<file path="src/rtl/pktgen_pkg.sv">
// Shared definitions for the AXI-Stream packet generator: mux target codes,
// FSM encoding and LFSR constants used when PKTGEN_LFSR_EN is defined.
package pktgen_pkg;

  localparam logic [2:0] SEL_NONE = 3'd0;
  localparam logic [2:0] SEL_M1   = 3'd1;
  localparam logic [2:0] SEL_M2   = 3'd2;
  localparam logic [2:0] SEL_S1   = 3'd3;
  localparam logic [2:0] SEL_S2   = 3'd4;
  localparam logic [2:0] SEL_S3   = 3'd5;

  typedef enum logic [1:0] {
    IDLE = 2'd0,
    ARM  = 2'd1,
    SEND = 2'd2,
    DONE = 2'd3
  } state_e;

  // Feedback taps x^8+x^6+x^5+x^4+1 -> state bits 7,5,4,3.
  localparam logic [7:0] LFSR_TAPS      = 8'hB8;
  localparam logic [7:0] LFSR_ZERO_SEED = 8'h01;

  function automatic logic sel_is_target(input logic [2:0] s);
    return (s >= SEL_M1) && (s <= SEL_S3);
  endfunction

endpackage

</file>
<file path="src/rtl/pktgen_pattern.sv">
// Combinational next-beat data generator: increment by default, 8-bit
// Fibonacci LFSR when PKTGEN_LFSR_EN is defined.
module pktgen_pattern #(
  parameter int DATA_W = 8
) (
  input  logic [DATA_W-1:0] cur,
  output logic [DATA_W-1:0] nxt
);

`ifdef PKTGEN_LFSR_EN
  import pktgen_pkg::*;

  // Only the low byte carries the LFSR; wider buses see zeros above it.
  always_comb begin
    nxt      = '0;
    nxt[7:0] = {cur[6:0], ^(cur[7:0] & LFSR_TAPS)};
  end
`else
  assign nxt = cur + DATA_W'(1);
`endif

endmodule

</file>
<file path="src/rtl/axis_pkt_gen.sv">
// AXI-Stream packet source driving the 5-way target mux select and stream.
// Define PKTGEN_LFSR_EN to switch the data pattern from increment to LFSR.
module axis_pkt_gen
  import pktgen_pkg::*;
#(
  parameter int DATA_W     = 8,
  parameter int LEN_W      = 8,
  parameter int ARM_CYCLES = 1
) (
  input  logic              clk,
  input  logic              rst_n,
  input  logic              cmd_valid,
  output logic              cmd_ready,
  input  logic [2:0]        cmd_sel,
  input  logic [LEN_W-1:0]  cmd_len,
  input  logic [DATA_W-1:0] cmd_seed,
  output logic [2:0]        sel,
  output logic [DATA_W-1:0] tdata,
  output logic              tvalid,
  output logic              tlast,
  input  logic              tready,
  output logic              busy,
  output logic              done,
  output logic              err,
  output logic [LEN_W-1:0]  beat_cnt
);

  localparam logic [3:0] ARM_LAST = 4'(ARM_CYCLES - 1);

  state_e            state_q, state_d;
  logic [2:0]        sel_q, sel_d;
  logic [DATA_W-1:0] tdata_q, tdata_d;
  logic              tvalid_q, tvalid_d;
  logic              tlast_q, tlast_d;
  logic              cmd_ready_q, cmd_ready_d;
  logic              busy_q, busy_d;
  logic              done_q, done_d;
  logic              err_q, err_d;
  logic [LEN_W-1:0]  beat_cnt_q, beat_cnt_d;
  logic [LEN_W-1:0]  len_q, len_d;
  logic [DATA_W-1:0] seed_q, seed_d;
  logic [3:0]        arm_cnt_q, arm_cnt_d;

  logic              cmd_fire;
  logic              cmd_bad;
  logic              beat_fire;
  logic [LEN_W-1:0]  beat_cnt_inc;
  logic [DATA_W-1:0] tdata_nxt;
  logic [DATA_W-1:0] first_beat;

  assign cmd_fire     = cmd_valid & cmd_ready_q;
  assign cmd_bad      = !sel_is_target(cmd_sel) || (cmd_len == '0);
  assign beat_fire    = tvalid_q & tready;
  assign beat_cnt_inc = beat_cnt_q + LEN_W'(1);

  pktgen_pattern #(
    .DATA_W (DATA_W)
  ) u_pattern (
    .cur (tdata_q),
    .nxt (tdata_nxt)
  );

`ifdef PKTGEN_LFSR_EN
  // An all-zero LFSR state would lock up, so it is replaced at load time.
  assign first_beat = (seed_q == '0) ? DATA_W'(LFSR_ZERO_SEED) : seed_q;
`else
  assign first_beat = seed_q;
`endif

  always_comb begin
    state_d    = state_q;
    sel_d      = sel_q;
    tdata_d    = tdata_q;
    tvalid_d   = tvalid_q;
    tlast_d    = tlast_q;
    beat_cnt_d = beat_cnt_q;
    len_d      = len_q;
    seed_d     = seed_q;
    arm_cnt_d  = arm_cnt_q;
    done_d     = 1'b0;
    err_d      = 1'b0;

    unique case (state_q)
      IDLE: begin
        if (cmd_fire) begin
          len_d  = cmd_len;
          seed_d = cmd_seed;
          if (cmd_bad) begin
            err_d = 1'b1;
          end else begin
            sel_d      = cmd_sel;
            beat_cnt_d = '0;
            arm_cnt_d  = '0;
            state_d    = ARM;
          end
        end
      end

      ARM: begin
        if (arm_cnt_q == ARM_LAST) begin
          state_d  = SEND;
          tvalid_d = 1'b1;
          tdata_d  = first_beat;
          tlast_d  = (len_q == LEN_W'(1));
        end else begin
          arm_cnt_d = arm_cnt_q + 4'd1;
        end
      end

      SEND: begin
        if (beat_fire) begin
          beat_cnt_d = beat_cnt_inc;
          tdata_d    = tdata_nxt;
          if (tlast_q) begin
            tvalid_d = 1'b0;
            tlast_d  = 1'b0;
            done_d   = 1'b1;
            state_d  = DONE;
          end else begin
            // The beat now being presented is the last one when the count
            // of accepted beats reaches len-1.
            tlast_d = (beat_cnt_inc == len_q - LEN_W'(1));
          end
        end
      end

      DONE: begin
        sel_d   = SEL_NONE;
        state_d = IDLE;
      end

      default: begin
        state_d = IDLE;
      end
    endcase

    cmd_ready_d = (state_d == IDLE);
    busy_d      = (state_d == ARM) || (state_d == SEND);
  end

  always_ff @(posedge clk) begin
    if (!rst_n) begin
      state_q     <= IDLE;
      sel_q       <= SEL_NONE;
      tdata_q     <= '0;
      tvalid_q    <= 1'b0;
      tlast_q     <= 1'b0;
      cmd_ready_q <= 1'b0;
      busy_q      <= 1'b0;
      done_q      <= 1'b0;
      err_q       <= 1'b0;
      beat_cnt_q  <= '0;
      len_q       <= '0;
      seed_q      <= '0;
      arm_cnt_q   <= '0;
    end else begin
      state_q     <= state_d;
      sel_q       <= sel_d;
      tdata_q     <= tdata_d;
      tvalid_q    <= tvalid_d;
      tlast_q     <= tlast_d;
      cmd_ready_q <= cmd_ready_d;
      busy_q      <= busy_d;
      done_q      <= done_d;
      err_q       <= err_d;
      beat_cnt_q  <= beat_cnt_d;
      len_q       <= len_d;
      seed_q      <= seed_d;
      arm_cnt_q   <= arm_cnt_d;
    end
  end

  assign cmd_ready = cmd_ready_q;
  assign sel       = sel_q;
  assign tdata     = tdata_q;
  assign tvalid    = tvalid_q;
  assign tlast     = tlast_q;
  assign busy      = busy_q;
  assign done      = done_q;
  assign err       = err_q;
  assign beat_cnt  = beat_cnt_q;

endmodule

</file>
<file path="config.mk">
export PLATFORM = sky130hd
export DESIGN_NAME = axis_pkt_gen
export DESIGN_NICKNAME = d
export VERILOG_FILES = /design/src/rtl/pktgen_pkg.sv /design/src/rtl/pktgen_pattern.sv /design/src/rtl/axis_pkt_gen.sv
export SDC_FILE = /design/constraint.sdc
export NUM_CORES = 1
export LEC_CHECK = 0
export ABC_AREA = 1
export BUFFER_PORTS_ARGS = -buffer_cell sky130_fd_sc_hd__buf_4
export CORE_ASPECT_RATIO = 0.6
export CORE_UTILIZATION = 55
export CTS_CLUSTER_SIZE = 25
export DETAILED_ROUTE_END_ITERATION = 7
export PLACE_DENSITY = 0.78
export RECOVER_POWER = 100
export SLEW_MARGIN = 25
export SYNTH_ARGS = -nofsm -noshare
export SYNTH_HDL_FRONTEND = slang
export SYNTH_SLANG_ARGS = --single-unit
</file>
<file path="constraint.sdc">
create_clock -name clk -period 2 [get_ports clk]
set_clock_uncertainty 0.05 [all_clocks]
set_input_delay 0.3 -clock clk [delete_from_list [all_inputs] [get_ports clk]]
set_output_delay 0.3 -clock clk [all_outputs]
set_load 0.01 [all_outputs]
</file>
# == After elaboration in Yosys (flattened, before gate mapping) ==
# Cells that the tools add are included.
# W data, S select, Z words.
# op_classes
add_sub_neg,4
n_lt_le_gt_ge,2
eq_ne,13
mux,30
n_bitwise,2
reduce_logical,20
# ops
cell,count
$mux W8,5
$pmux W8 S2,2
$add A8 B1 Y8 const B,2
$mux W4,3
$ne A2 B2 Y1 const B,6
$reduce_and A3 Y1,4
$reduce_and A4 Y1,3
$mux W2,5
$eq A8 B1 Y1 const B,1
$eq A8 B8 Y1,1
$logic_not A8 Y1,1
$mux W1,8
$pmux W2 S4,1
$pmux W4 S2,1
$reduce_bool A2 Y1,4
$sub A8 B1 Y8 const B,1
$eq A2 B2 Y1 const B,3
$mux W3,2
$pmux W3 S2,1
$add A4 B1 Y4 const B,1
$eq A2 B1 Y1 const B,2
$logic_not A2 Y1,2
$logic_not A4 Y1,1
$pmux W1 S2,2
7 further kinds,9
# totals
register_bits,47
inputBits,23
out_inout_bits,25
word_cells,84

# == Longest topological paths before layout ==
# Gate-level depths: netlist of run 1.
# logic_depth
word_depth,9
ltp_mapped,13
ltp_nobuf,12

# == Hierarchy ==
# A second synthesis of run 1 with hierarchy kept.
# hier_totals
cells_unflattened,376
area_unflattened_um2,2516.2
# modules_own_cells
mod,n_inst,cells_each,area_per_inst_um2,seq_area_each_um2
axis_pkt_gen,1,348,2381.0,940.9
pktgen_pattern,1,28,135.1,0.0

# == Least setup slack after synthesis of run 1 ==
# Ideal clock, no wire load.
# synth_timing
path_kind,reg-to-reg
start,register beat_cnt_q[0] (netlist: beat_cnt[0])
end,register tlast_q (netlist: tlast)
setup_time_ns,0.066
arrival_time_ns,1.430
required_ns,1.884
slack_ns,0.453
stages_incl_launch_ff,12
path_buffers,0
synth_period_minus_slack_ns,1.547
path_cell_list,dfxtp_1 > ha_1 > nand2_1 > nor2_2 > nand2_1 > nand2_2 > nand2_1 > nand2_1 > nand2_1 > nor2_1 > nand3_1 > a21oi_2
# synth_between
elab_chain_cells,5
# synth_rtl
item,line_no,text
from (decl),axis_pkt_gen.sv:39,"logic [LEN_W-1:0] beat_cnt_q, beat_cnt_d;"
from (signal assigned),axis_pkt_gen.sv:166,beat_cnt_q <= beat_cnt_d;
$add A8 B1 Y8,axis_pkt_gen.sv:54,assign beat_cnt_inc = beat_cnt_q + LEN_W'(1);
$eq A8 B8 Y1,axis_pkt_gen.sv:122,tlast_d = (beat_cnt_inc == len_q - LEN_W'(1));
$mux W1,axis_pkt_gen.sv:114,if (tlast_q) begin
$mux W1,axis_pkt_gen.sv:111,if (beat_fire) begin
$pmux W1 S2,axis_pkt_gen.sv:83,unique case (state_q)
to (signal assigned),axis_pkt_gen.sv:161,tlast_q <= tlast_d;
to (decl),axis_pkt_gen.sv:34,"logic tlast_q, tlast_d;"
# No other way between the ends. The select of a mux whose other input is x is not followed.
# A chain may end at the register's enable or synchronous reset.

# == Worst setup path in the final report of run 1 ==
# Ends and elaborated chain as after synthesis.

==> impl_metrics.ini, run 1 <==
[outcome]
status = finished, final reports clean

[timing]
worst_pin_slew_ns = 0.4471
fin_crit_ns = 1.749
finalHoldViolations = 0
fmaxAchievable_ghz = 0.5718
grt_setup_unrepaired = false
slew_headroom_pct = 70.19
setup_violations = 0
report.final.slew_viol_count = 0
fin_tns_setup_ns = 0
period_share_pct = 87.44

[clock_tree]
numCtsBuffers = 5
cts_setup_buffers = 0
clock_latency_ns = 0.30
cts_tree = done
cts.repair.resized = 0
h-tree-depth = 2
clockBufferDepth = 2
clk_pin_slew_worst_paths_ns = 0.08
cts_num_sinks = 47
cts.hold.buffers_added = 0
clock-root-buffer = clkbuf_8

[pwr]
irDropWorstVdd_v = 0.0003543
p_leak_nw = 1.237
power.density_mw_per_mm2 = 694.4

[die]
core_area_sq_mm = 0.004257
start_util_pct = 59.35
rows = 18
dieArea_sq_mm = 0.004877
die_w_microns = 89.50
ioPinCount = 48
die_h_microns = 54.50

[cells_and_area]
postLayoutCellArea_sq_mm = 0.002895
nFillCells = 409
n_antenna_cell = 0
nets = 447
area_delta_synth_final_pct = 14.61
drive_gt1_share_pct = 11.48
layout_common_cells = nand2_1, nor2_1, dfxtp_1
final_common_cell = nand2_1

[placement]
gp_congestion = 0.8332
dp_hpwl_mm = 4.593
port_buffers = 47
place_area_sq_mm = 0.002920

[route]
routed_wl_mm = 6.191
via_per_inst = 5.220
drc_errors = 0
first_pass_iters = 4
ant_nets = 0
drtIter0Drc = 170
wl_per_cell_microns = 12.95
vias = 2495

[global_routing]
gr-usage-all-layers_pct = 27.20
grt_max_degree = 26
grt_pass1_wl_mm = 9.729
antenna_found_initial = 0
grt_pass1_vias = 2077
grt.overflow.total = 0

[worst_setup_path]
path_cells = ha_1, nand2_1, nor2_1, nand2_1, nand2_2, nand2_1, nand2_1, nand2_1, nor2_1, nand3_1, a21oi_2
worstSetupPathType = register to register
cp.arrival_ns = 1.94
cp_common_cell = nand2_1
cp_slowest_cell = dfxtp_1
start_kind = register
cpPeakStageDelay_ns = 0.45
end_kind = register
cp_max_fo = 6
crit_required_ns = 2.19

[yosys]
yosys.area.top_type_share_pct = 37.25
ys_types = 32
synthCells = 370
synth_seq_area_share_pct = 37.25
synth_area_leaders = dfxtp_1, nand2_1, nor2_1
yosysWarningCount = 0
syn-cell-area_sq_mm = 0.002526
syn_area_per_cell_sq_um = 6.827
synthesis.nets = 400
yosysTopAreaCell = dfxtp_1
synth_seq_cells = 47

[hold_path]
hp-class = input port to register

[job]
cap_violations = 0
[where the power goes]
| part | switching [mW] | total (mW) | internal (mW) |
|---|---|---|---|
| registers | 0.0370 | 1.02 | 0.981 |
| clock network | 0.312 | 0.627 | 0.316 |
| logic | 0.227 | 0.365 | 0.138 |
| total | 0.576 | 2.01 | 1.43 |
[synth_stat cells (all sizes together)]
cell and count:
a211oi 4, a21oi 32, a221oi 1, a31oi 2, buf 4, clkbuf 5
dfxtp 47, ha 7, inv 43, nand2 97, nand3 29, nand3b 1
nand4 4, nor2 51, nor3 4, nor4 2, o211ai 2, o21a 1
o21ai 30, xnor2 1, xor2 3
[flip-flops by register name, summed over array words and instances (netlist names), 2 cells and up]
| register | cells |
|---|---|
| arm_cnt_q | 4 |
| beat_cnt | 8 |
| state_q | 2 |
| first_beat | 8 |
| tdata | 8 |
| sel | 3 |
| len_q | 8 |
[final timing paths]
path | start | end | slack (ns) | cells past startpoint
worst max-delay path | beat_cnt[0] | tlast | 0.25 | 11
worst min-delay path | cmd_seed[0] | first_beat[0] | 0.20 | 3
worst max register to register | beat_cnt[0] | tlast | 0.25 | 11
worst min register to register | sel[1] | sel[1] | 0.41 | 2
[metal layers]
layer  up-vias  share of wire, %  track usage, %
met2        81                40           38.55
met4         0               1.1           9.788
met5         -                 0               0
met3         6               6.7           6.486
li1       1296                 -               -
met1      1112                52           39.78
[worst max-delay path: cells and delay by family, from the launching register on]
family / cells / cell delay [ns]
adders and majority gates: 1 / 0.26
AOI/OAI and AO/OA: 1 / 0.12
and+or+nand+nor: 9 / 0.81
DFF: 1 / 0.45
[metrics by stage]
stage | setup slack (ns) | hold WS, ns | total power, mW | util (%) | std cells
finish | 0.2513 | 0.2014 | 2.011 | 68.02 | 478
global route | 0.05248 | 0.2141 | 2.131 | 68.02 | 478
CTS | 0.2750 | 0.2002 | 2.033 | 70.96 | 478
detailed placement | 0.2603 | 0.4039 | 1.420 | 68.61 | 470
global placement | 0.3086 | 0.3991 | 1.408 | 68.61 | 470
floorplan | 0.4534 | 0.3883 | 1.295 | - | 370
[logic make-up (layout without fill, tap and decap cells)]
kind of cell / Yosys count / in the layout / share of synthesized area (%)
buffers and inverters: 52 / 100 / 8.519
adders and majority gates: 7 / 7 / 3.467
xor gates and xnor gates: 4 / 4 / 1.387
DFF: 47 / 47 / 37.25
and+or+nand+nor: 188 / 188 / 33.09
AOI/OAI and AO/OA: 72 / 72 / 16.29
[layout make-up]
cell class / instances / area [sq um] / share of cell area, %
clock buffer: 8 / 100.1 / 3.457
timing repair buffer: 49 / 271.5 / 9.378
inverter: 43 / 166.4 / 5.748
multi-input combinational: 271 / 1341 / 46.33
tap: 60 / 75.07 / 2.593
sequential: 47 / 940.9 / 32.50
No activity file was read; power rests on OpenSTA's default activity.
==> run 2: changes to the inputs <==
--- a/config.mk
+++ b/config.mk
@@ -5,7 +5,6 @@
 export SDC_FILE = /design/constraint.sdc
 export NUM_CORES = 1
 export LEC_CHECK = 0
-export ABC_AREA = 1
 export BUFFER_PORTS_ARGS = -buffer_cell sky130_fd_sc_hd__buf_4
 export CORE_ASPECT_RATIO = 0.6
 export CORE_UTILIZATION = 55
==> run 2 against run 1 <==
Effect of this change:
- sequential power is essentially flat
- global-route usage increased by 0.55 points
- via count fell by 6.9%
- clock-buffer cell count fell by 2
- maximum frequency down 9.3%
- sequential share of layout area decreased by 0.98 points
==> impl_metrics.ini, run 2 <==
[outcome]
status = finished, final reports clean

[die]
die_h_microns = 54.05
rows = 18
ioPinCount = 48
core_area_sq_mm = 0.004212
start_util_pct = 58.97
dieArea_sq_mm = 0.004797
die_w_microns = 88.76

[worst_setup_path]
cp_max_fo = 5
crit_required_ns = 2.15
start_kind = register
cp.arrival_ns = 2.08
end_kind = register
worstSetupPathType = register to register

[global_routing]
antenna_found_initial = 0
grt.overflow.total = 0
grt_max_degree = 47
grt_pass1_wl_mm = 9.756
grt_pass1_vias = 1982
gr-usage-all-layers_pct = 27.75

[clock_tree]
cts_setup_buffers = 0
cts_num_sinks = 47
h-tree-depth = 2
cts_tree = done
numCtsBuffers = 5
clock_latency_ns = 0.30
clockBufferDepth = 2
clk_pin_slew_worst_paths_ns = 0.09
clock-root-buffer = clkbuf_8

[yosys]
syn-cell-area_sq_mm = 0.002484
yosys.area.top_type_share_pct = 37.88
ys_types = 47
synth_seq_cells = 47
synthesis.nets = 330
synth_flop_cell = dfxtp_1
yosysTopAreaCell = dfxtp_1
ys_async_sr_fraction_pct = 0
syn_area_per_cell_sq_um = 8.279
yosysWarningCount = 0
synth_seq_area_share_pct = 37.88
synthCells = 300
synth_area_leaders = dfxtp_1, nand2_1, a21boi_0
synth_edf_count = 0
synthTopCellsByCount = nand2_1, dfxtp_1, a21boi_0
yosysMostFrequentCell = nand2_1

[timing]
grt_setup_unrepaired = false
timing.hold.ws_ns = 0.2035
finalHoldViolations = 0
fin_crit_ns = 1.929
slew_headroom_pct = 59.77
fmaxAchievable_ghz = 0.5185
fin_tns_setup_ns = 0
setup_violations = 0
period_share_pct = 96.44
setup_ws_ns = 0.07118
worst_pin_slew_ns = 0.6034
report.final.slew_viol_count = 0

[route]
drc_errors = 0
via_per_inst = 5.542
wl_per_cell_microns = 14.54
ant_nets = 0
routed_wl_mm = 6.094
vias = 2322
drtIter0Drc = 168
first_pass_iters = 4

[pwr]
power.density_mw_per_mm2 = 672.8
finalPower_mw = 2.008
irDropWorstVdd_v = 0.0004083
p_leak_nw = 1.137

[cells_and_area]
layout_common_cells = nand2_1, dfxtp_1, buf_4
nFillCells = 383
n_antenna_cell = 0
multiInputGateArea_sq_mm = 0.001458
fin_cells = 419
area_delta_synth_final_pct = 20.20
nets = 388
final_common_cell = nand2_1
ff_latch_area_sq_um = 940.9
drive_gt1_share_pct = 13.65

[placement]
port_buffers = 47
gp_congestion = 0.8551
dp_slack_ns = 0.09833
dpl.cell_count = 411
dp_hpwl_mm = 4.472

[job]
cap_violations = 0

[hold_path]
hp-class = input port to register
run 2: power breakdown:
| part | internal (mW) | switching, mW | total (mW) | leakage, nW |
|---|---|---|---|---|
| registers | 0.966 | 0.0284 | 0.995 | 0.381 |
| clock network | 0.405 | 0.321 | 0.726 | 0.0612 |
| logic | 0.136 | 0.152 | 0.288 | 0.695 |
run 2: final timing paths:
check,from,end,slack [ns],depth (start not counted)
setup / recovery,arm_cnt_q[0],busy,0.07,9
hold / removal,cmd_seed[7],first_beat[7],0.20,3
setup reg to reg,arm_cnt_q[0],busy,0.07,9
hold reg to reg,first_beat[2],first_beat[2],0.42,2
run 2: per-stage QoR:
step | util (%) | cell area [sq um]
after floorplan | - | 2484
after global placement | 70.89 | 2985
after detailed placement | 70.89 | 2985
after CTS | 73.68 | 3103
after global routing | 70.89 | 2985
final | 70.89 | 2985
run 2: per-layer routing:
metal  track usage (%)  share of wire, %
met5                 0                 0
met4             5.914              0.54
met3             5.982               8.2
met2             42.18                42
met1             40.30                50
run 2: repair_timing:
action | in CTS | in global routing
endpoints found under the setup margin | 0 | 1
hold buffers | 0 | 0
resized for setup | 0 | 1
run 2: logic make-up (layout without fill, tap and decap cells):
family / Yosys count / count (layout) / synth area share, %
XOR/XNOR: 18 / 18 / 6.348
AND/OR/NAND/NOR: 133 / 133 / 27.36
adder cells (fa/ha/maj): 7 / 7 / 3.526
AO/OA/AOI/OAI: 75 / 75 / 21.51
buffers and inverters: 20 / 79 / 3.375
flip-flops: 47 / 47 / 37.88
run 2: layout make-up:
cell class | instances | share of cell area [%]
flip-flops and latches | 47 | 31.52
multi-input cells | 233 | 48.83
clock buffers | 6 | 2.766
repair buffers | 65 | 12.45
inverters | 6 | 0.7544
clock inverters | 2 | 1.174
well taps | 60 | 2.515
run 2: worst max-delay path, stage by stage, from the launching register on:
cell	delay (ns)
dfxtp_1	0.38
inv_1	0.08
ha_1	0.19
nor3b_1	0.14
buf_4	0.16
nor2b_1	0.16
nor2_1	0.08
and2_1	0.17
ha_1	0.28
and2_1	0.15
==> run 3: changes to the inputs <==
--- a/config.mk
+++ b/config.mk
@@ -6,7 +6,6 @@
 export NUM_CORES = 1
 export LEC_CHECK = 0
 export BUFFER_PORTS_ARGS = -buffer_cell sky130_fd_sc_hd__buf_4
-export CORE_ASPECT_RATIO = 0.6
 export CORE_UTILIZATION = 55
 export CTS_CLUSTER_SIZE = 25
 export DETAILED_ROUTE_END_ITERATION = 7
==> run 3 against run 2 <==
Effect of this change:
- total power decreased by 6.3%
- largest power group unchanged
- largest cell class unchanged
- register-to-register slack better by 0.06 ns
- routed wire length shrank 3.4%
- critical path depth fell by 3
- final area is 0.59% lower
- global-route usage fell by 2.4 points
- via count down 0.17%
==> impl_metrics.ini, run 3 (synthesis gave the netlist of run 2 again) <==
[timing]
fin_tns_setup_ns = 0
fmaxAchievable_ghz = 0.5364
worst_pin_slew_ns = 0.5632
finalHoldViolations = 0
report.final.slew_viol_count = 0
slew_headroom_pct = 62.45
grt_setup_unrepaired = false
period_share_pct = 93.22
fin_crit_ns = 1.864
setup_violations = 0

[pwr]
switchingPower_uw = 497.4
p_seq_share_pct = 52.9
power.density_mw_per_mm2 = 634.4
switching_share_pct = 26.42
irDropWorstVdd_v = 0.0003424
finalPower_mw = 1.883
p_comb_share_pct = 15.2
pwr-share-clk_pct = 31.9
p_leak_nw = 1.123
power.internal_mw = 1.386

[worst_setup_path]
worstSetupPathType = register to register
end_kind = register
cp_max_fo = 7
cp.arrival_ns = 2.01
cpPeakStageDelay_ns = 0.36
cp_common_cell = and2_0
crit_required_ns = 2.15
cp_slowest_cell = dfxtp_1
cp.buffers_inverters = 0
critPathTopFamily = simple AND/OR/NAND/NOR gates
path_cells = nand4bb_2, a2111oi_4, nor2_1, and2_0, ha_1, and2_0
start_kind = register

[route]
drtIter0Drc = 112
ant_nets = 0
vias = 2318
via_per_inst = 5.640
drc_errors = 0
wl_per_cell_microns = 14.33
first_pass_iters = 4
routed_wl_mm = 5.888

[cells_and_area]
final_common_cell = nand2_1
drive_gt1_share_pct = 14.48
n_antenna_cell = 0
nFillCells = 409
layout_common_cells = nand2_1, dfxtp_1, clkbuf_1, buf_4, a21boi_0
nets = 388
area_delta_synth_final_pct = 19.50

[outcome]
status = finished, final reports clean

[clock_tree]
clock-root-buffer = clkbuf_8
cts.hold.buffers_added = 0
clock_latency_ns = 0.30
h-tree-depth = 2
cts_setup_buffers = 0
cts_tree = done
clockBufferDepth = 2
clk_pin_slew_worst_paths_ns = 0.09
cts_num_sinks = 47
numCtsBuffers = 5
cts.repair.resized = 0

[global_routing]
antenna_found_initial = 0
grt_pass1_wl_mm = 9.908
grt.overflow.total = 0
grt_max_degree = 47
grt_pass1_vias = 2245
gr-usage-all-layers_pct = 25.36

[die]
start_util_pct = 57.04
dieArea_sq_mm = 0.004789
core_area_sq_mm = 0.004354
rows = 24
die_w_microns = 69.20
ioPinCount = 48
die_h_microns = 69.20

[placement]
port_buffers = 47
dp_hpwl_mm = 4.319
gp_congestion = 0.8526

[job]
cap_violations = 0

[hold_path]
hp-class = input port to register
==> run 3: layout make-up <==
type,instances,area (sq um),share of cell area (%)
Clock buffer,7,86.33,2.909
Inverter,6,22.52,0.7589
Clock inverter,1,8.758,0.2951
Sequential cell,47,942.2,31.75
Multi-Input combinational cell,233,1475,49.70
Timing Repair Buffer,65,367.9,12.39
Tap cell,52,65.06,2.192
==> run 3: worst min-delay path, stage by stage <==
cell and delay (ns):
buf_4 0.11, nand2_1 0.04, a21boi_0 0.06
==> run 3: through the flow <==
step | hold slack [ns] | cell area (sq um) | setup slack, ns | util [%] | instances
final | 0.1965 | 2968 | 0.1356 | 68.16 | 411
after global routing | 0.2018 | 2968 | 0.003132 | 68.16 | 411
after CTS | 0.1908 | 3070 | 0.08267 | 70.52 | 411
after detailed placement | 0.4118 | 2975 | 0.03995 | 68.33 | 403
after global placement | 0.4004 | 2975 | 0.1106 | 68.33 | 403
after floorplan | 0.3890 | 2484 | 0.09889 | - | 300
==> run 3: path summary, 6_finish.rpt <==
kind	slack [ns]	cells after the start	start	to
setup reg to reg	0.14	6	state_q[0]	busy
hold reg to reg	0.42	2	first_beat[4]	first_beat[4]
hold / removal	0.20	3	cmd_seed[7]	first_beat[7]
setup / recovery	0.14	6	state_q[0]	busy
==> run 3: power groups by stage <==
stage	Sequential [mW]	Clock (mW)	Combinational, mW
after floorplan	1.02	0	0.179
after global placement	1.02	0	0.293
after detailed placement	1.02	0	0.299
after CTS	0.995	0.620	0.300
after global routing	1.00	0.654	0.317
final	0.995	0.601	0.286
==> run 3: per-layer routing <==
metal	part of all wire [%]	GRT usage [%]
met5	0	0
met1	45	31.76
met2	47	42.07
met3	6.1	6.250
met4	1.5	9.524
